## src/rtl/pipe_addsub.sv

```systemverilog
// Pipelined N-bit adder/subtractor split into S carry-chained chunks of W=N/S bits.
// Valid/ready handshake at both ends; the whole pipeline stalls as one when the output is blocked.
module pipe_addsub #(
    parameter int N = 32,
    parameter int S = 4
) (
    input  logic         clk,
    input  logic         rst,
    input  logic         in_valid,
    output logic         in_ready,
    input  logic [N-1:0] a,
    input  logic [N-1:0] b,
    input  logic [1:0]   op,
    input  logic         cin,
    output logic         out_valid,
    input  logic         out_ready,
    output logic [N-1:0] y,
    output logic         cout,
    output logic         ovf,
    output logic         zero
);
    localparam int W = N / S;
    localparam logic [N-1:0] CHUNK_MASK = {N{1'b1}} >> (N - W);

    // r_*[k] holds the operands/carry entering chunk adder k; r_y[k] the low k chunks done so far
    logic         r_v   [0:S];
    logic [N-1:0] r_a   [0:S-1];
    logic [N-1:0] r_b   [0:S-1];
    logic         r_c   [0:S-1];
    logic [N-1:0] r_y   [1:S];
    logic         r_cout;
    logic         r_ovf;
    logic         r_zero;

    logic [W:0]   w_s   [0:S-1];
    logic [N-1:0] w_yn  [0:S-1];
    logic [N-1:0] w_b;
    logic         w_c0;
    logic         w_adv;
    logic         w_ovf;
    logic         w_zero;

    assign w_adv = !r_v[S] || out_ready;
    assign w_b   = op[0] ? ~b : b;
    assign w_c0  = op[1] ? cin : op[0];

    for (genvar k = 0; k < S; k++) begin : g_chunk
        assign w_s[k] = {1'b0, r_a[k][k*W +: W]} + {1'b0, r_b[k][k*W +: W]} + {{W{1'b0}}, r_c[k]};
        if (k == 0) begin : g_first
            assign w_yn[k] = N'(w_s[k][W-1:0]);
        end else begin : g_rest
            assign w_yn[k] = (r_y[k] & ~(CHUNK_MASK << (k*W))) | (N'(w_s[k][W-1:0]) << (k*W));
        end
    end

    // Carry into the MSB is recovered from the MSB sum bit: a ^ b' ^ sum.
    assign w_ovf  = r_a[S-1][N-1] ^ r_b[S-1][N-1] ^ w_yn[S-1][N-1] ^ w_s[S-1][W];
    assign w_zero = (w_yn[S-1] == '0);

    always_ff @(posedge clk or posedge rst) begin
        if (rst) begin
            for (int unsigned k = 0; k < S; k++) begin
                r_a[k] <= '0;
                r_b[k] <= '0;
                r_c[k] <= 1'b0;
            end
            for (int unsigned k = 0; k <= S; k++) begin
                r_v[k] <= 1'b0;
            end
            for (int unsigned k = 1; k <= S; k++) begin
                r_y[k] <= '0;
            end
            r_cout <= 1'b0;
            r_ovf  <= 1'b0;
            r_zero <= 1'b1;
        end else if (w_adv) begin
            r_v[0] <= in_valid;
            if (in_valid) begin
                r_a[0] <= a;
                r_b[0] <= w_b;
                r_c[0] <= w_c0;
            end
            for (int unsigned k = 0; k < S; k++) begin
                r_v[k+1] <= r_v[k];
                r_y[k+1] <= w_yn[k];
            end
            for (int unsigned k = 0; k + 1 < S; k++) begin
                r_a[k+1] <= r_a[k];
                r_b[k+1] <= r_b[k];
                r_c[k+1] <= w_s[k][W];
            end
            r_cout <= w_s[S-1][W];
            r_ovf  <= w_ovf;
            r_zero <= w_zero;
        end
    end

    assign in_ready  = w_adv;
    assign out_valid = r_v[S];
    assign y         = r_y[S];
    assign cout      = r_cout;
    assign ovf       = r_ovf;
    assign zero      = r_zero;
endmodule
```

## config.mk

```make
export PLATFORM = sky130hd
export DESIGN_NAME = pipe_addsub
export DESIGN_NICKNAME = d
export VERILOG_FILES = /design/src/rtl/pipe_addsub.sv
export SDC_FILE = /design/constraint.sdc
export NUM_CORES = 1
export LEC_CHECK = 0
export CAP_MARGIN = 15
export CORE_MARGIN = 3
export CORE_UTILIZATION = 30
export DETAILED_ROUTE_END_ITERATION = 16
export GPL_TIMING_DRIVEN = 0
export PLACE_DENSITY = 0.53
export SLEW_MARGIN = 0
export SYNTH_ARGS = -nofsm -noshare
export SYNTH_HDL_FRONTEND = slang
export SYNTH_SLANG_ARGS = --single-unit
```

## constraint.sdc

```tcl
create_clock -name clk -period 24.5 [get_ports clk]
set_input_delay 3.675 -clock clk [delete_from_list [all_inputs] [get_ports clk]]
set_output_delay 3.675 -clock clk [all_outputs]
set_load 0.02 [all_outputs]
```

# Yosys cells after proc, flatten, opt, wreduce, memory -nomap -nowiden
# Cells that the tools add are included.
word_totals:
  reg_bits: 348
  word_cells: 45
op_classes:
  n_reduce_logical: 4
  bitwise_logic: 7
  mux: 2
  add_sub_neg: 8
op_table:
  columns: ["operator", "count"]
  rows:
  - ["adder 8 x 8 -> 9 bit", 4]
  - ["adder 9 x 1 -> 9 bit", 4]
  - ["logical NOT 32 bit", 1]
  - ["2-to-1 mux 32 bit", 1]
  - ["inverter 32 bit", 1]
  - ["bitwise OR 24 x 32 -> 32 bit", 1]
  - ["bitwise OR 16 x 24 -> 24 bit", 1]
  - ["bitwise OR 8 x 16 -> 16 bit", 1]
  - ["XOR 1 bit", 3]
  - ["AND reduction 2 bit", 1]
  - ["logical NOT 1 bit", 1]
  - ["logical OR 1 bit", 1]
  - ["2-to-1 mux 1 bit", 1]

# Depth between registers and ports, before layout
depth:
  depth_word: 5
  ltp_mapped: 10
  depth_no_buf: 10

# Worst setup path after synthesis
# OpenSTA, ideal clock, no wires.
synth_timing:
  path_kind: "input port to output port"
  startpoint: "input out_ready"
  endpoint: "output in_ready"
  t_required_ns: 20.825
  slack_ns: 16.381
  n_path_buf: 2
  cell_stages: 4
  t_arrival_ns: 4.444
  cell_sequence: "nor2b_1 inv_2 buf_2 buf_1"
synth_between:
  elab_chain_cells: 1
synth_lines:
  columns: ["element", "line", "source"]
  rows:
  - ["from (decl)", "16", "input logic out_ready,"]
  - ["logical OR 1 bit", "43", "assign w_adv = !r_v[S] || out_ready;"]
  - ["to (decl)", "10", "output logic in_ready,"]
# No other way between the ends.

# Final worst setup path
# Same ends and word-level chain as after synthesis.

==> impl_metrics.py <==
metrics = {
    "run_status": {
        "outcome": "finished clean",
    },
    "logic_synthesis": {
        "ys_seq_elements": 252,
        "yosysWarnings": 0,
        "yosysTopAreaCell": "dfrtp_1",
        "synth_area_leaders": "dfrtp_1 (56%), nand2_1 (17%), xnor2_1 (3.5%), mux2_2 (3.2%), ha_1 (3.1%)",
        "synthTopCellsByCount": "nand2_1 (499), dfrtp_1 (251), o21ai_0 (49)",
        "avgSynthCellArea_sq_um": 9.578,
        "synth_fp_nets": 1270,
        "yosysSeqAreaShare_pct": 56.62,
        "synth_edf_count": 0,
        "yosys.area.top_type_share_pct": 56.39,
        "yosys.cell_count.top_type": "nand2_1",
        "synth_cell_types": 45,
        "synthCells": 1163,
        "syn_area_sq_um": 11140,
        "ys.flop_type": "dfrtp_1",
        "async_reset_ff_share_pct": 100.0,
    },
    "clock_network": {
        "cts_tree": "built",
        "ctsResizeCount": 0,
        "cts_buffers": 26,
        "worstSkewPairLatency_ns": 0.53,
        "h-tree-depth": 1,
        "clk_pin_slew_ns": 0.06,
        "cts-root-buf": "clkbuf_16",
        "postCtsSetupBuffers": 0,
        "clockBufferDepth": 3,
        "cts.sinks": 252,
        "ctsHoldBuffers": 0,
    },
    "global_route": {
        "grt_pass1_vias": 7804,
        "grt_overflow": 0,
        "grt_pass1_wl_um": 42390,
        "grt_max_degree": 96,
        "antenna_found_initial": 0,
        "grt_util_all_layers_pct": 13.29,
    },
    "cells_and_area": {
        "antenna_cells": 0,
        "final_cells": 1779,
        "area_delta_synth_final_pct": 23.03,
        "nets": 1406,
        "drive_above_1_share_pct": 10.77,
    },
    "drt": {
        "drt_iter0_markers": 477,
        "avgViaCountPerCell": 4.283,
        "drt_wl_total_um": 25920,
        "firstDrtPassIters": 4,
        "drc": 0,
        "via_count": 7619,
        "wire_per_inst_um": 14.57,
        "ant_nets": 0,
    },
    "critical_path": {
        "cpMostUsedCell": "clkdlybuf4s50_1",
        "path_class": "input pin to output port",
        "reg2reg_from": "r_c[1]",
        "crit_start": "out_ready",
        "critPathBufInv": 5,
        "startpoint_type": "input pin",
        "cp.required_ns": 20.82,
        "cp_data_arrival_time_ns": 6.04,
        "rrSetupSlack_ns": 22.18,
        "crit_family": "buffers and inverters",
        "cp_max_fo": 10,
        "critPathCaptureType": "output port",
        "crit_path_top_delay_cell": "clkdlybuf4s50_1",
        "cp_cell_sequence": "clkdlybuf4s50_1 > nor2b_1 > inv_2 > buf_2 > buf_1 > clkdlybuf4s50_1",
        "max_stage_delay_ns": 0.74,
    },
    "placed_design": {
        "dp.cells": 1732,
        "port_buffers": 106,
        "post-place-ws_ns": 14.74,
        "routabilityCongestion": 0.7754,
        "dp_hpwl_um": 19660,
    },
    "flow_run": {
        "maxCapViolations": 0,
    },
    "sta": {
        "finalSetupViolCount": 0,
        "worst_slack_ns": 14.78,
        "slew_violations": 0,
        "slew-limit-headroom_pct": 50.50,
        "tightest_slew_ns": 0.7424,
        "period_needed_ns": 9.717,
        "rsz0062_at_grt": "false",
        "finalHoldViolations": 0,
        "fin_crit_sh_pct": 39.66,
        "fin_skew_ns": 0.01470,
        "fin_tns_setup_ns": 0,
        "fmax_ghz": 0.1029,
    },
    "die": {
        "coreArea_sq_um": 36090,
        "fp-row-count": 69,
        "start_util_pct": 30.87,
        "die_area_sq_um": 39480,
        "dieHeight_um": 198.7,
        "fp.dieW_um": 198.7,
        "ios": 108,
    },
    "pwr": {
        "p_leak_nw": 6.606,
        "powerDensity_nw_per_um2": 132.3,
        "irDropWorstVdd_uv": 60.98,
    },
    "min_path": {
        "min_path_type": "flip-flop to flip-flop",
        "min_from": "r_a[113]",
    },
}
-- tightest hold or removal path, delay by kind of cell (launching register included) --
family | cells | cell delay (ns)
simple gates | 2 | 0.10
flops | 1 | 0.34
-- per-stage QoR --
| stage | cell area [sq um] | total power (W) | utilization (%) | hold WS (ns) |
|---|---|---|---|---|
| 4_1_cts | 13700 | 0.001838 | 37.98 | 0.4609 |
| 5_1_grt | 13700 | 0.001965 | 37.98 | 0.4831 |
| 2_1_floorplan | 11140 | 0.001194 | - | 0.4300 |
| 3_3_place_gp | 12780 | 0.001415 | 35.41 | 0.4489 |
| 6_report | 13700 | 0.001813 | 37.98 | 0.4567 |
| 3_5_place_dp | 12840 | 0.001433 | 35.58 | 0.4528 |
-- path summary, 6_finish.rpt --
check                      cells after the start       end
max in group asynchronous                      3   r_b[77]
max                                            6  in_ready
max reg2reg                                   10   r_y[54]
min                                            2   r_a[81]
min in group asynchronous                      2     y[30]
min reg2reg                                    2   r_a[81]
-- final cells by class --
class	instances	area, sq um
Fill cell	3712	22380
Sequential cell	252	6307
Multi-Input combinational cell	799	4259
Timing Repair Buffer	108	1116
Clock buffer	38	767.0
Tap cell	461	576.8
Buffer	86	475.5
Inverter	26	105.1
Clock inverter	9	97.59
-- layer usage --
metal  global-route usage, %  vias to the layer above  part of all wire, %
li1                        -                     3962                    -
met1                   19.36                     3507                   50
met2                   21.23                      115                   45
met3                   1.812                       35                  3.7
met4                   2.967                        0                  1.7
met5                       0                        -                    0
-- state kept, by name, summed over array words and instances, names as in the netlist --
register / flops
y: 32
cout: 1
r_a: 80
ovf: 1
r_c: 4
r_b: 80
r_v: 4
out_valid: 1
zero: 1
r_y: 48
-- power by group --
group	internal [W]	total, W	switching [W]	leakage [nW]
Sequential	0.000601	0.000717	0.000116	3.05
Combinational	0.000320	0.000699	0.000379	3.13
Clock	0.000237	0.000397	0.000159	0.428
-- cells by family (layout without fill, tap and decap cells) --
kind of cell    count (synthesis)  count (layout)  synth area share, %
compound gates                117             117                6.548
flops                         252             252                56.62
mux                            36              36                3.628
buf+inv                       112             267                5.144
simple gates                  563             563                19.78
fa+ha+maj                      36              36                4.583
xor+xnor                       47              47                3.695
-- cell usage in the layout (no fill, tap or decap), types with 3 or more instances in the layout --
cell             netlist  layout
nand2_1              499     499
mux2_1                 3       3
fa_1                   8       8
o21a_1                12      12
o211a_1                3       3
o21ai_0               49      49
mux2_2                32      32
nor3_1                11      11
dfrtp_1              251     251
ha_1                  28      28
nor4_1                 5       5
clkdlybuf4s50_1        0     106
clkbuf_16              0      27
a21o_1                 4       4
o21bai_1               3       3
or3_1                  4       4
a21oi_2                3       3
a21boi_1               3       3
o31ai_1               11      11
xor2_1                 3       3
nand4_1                3       3
nor2_1                29      29
a21oi_1               16      16
o21ai_1                5       5
nor2b_1                4       4
inv_1                 25      24
buf_2                 23      23
buf_4                 33      33
clkbuf_8               0       5
clkbuf_1              24      30
xnor2_1               44      44
clkinv_2               0       6
buf_1                  6       6
Note: power is estimated with default switching activity, not from simulation.
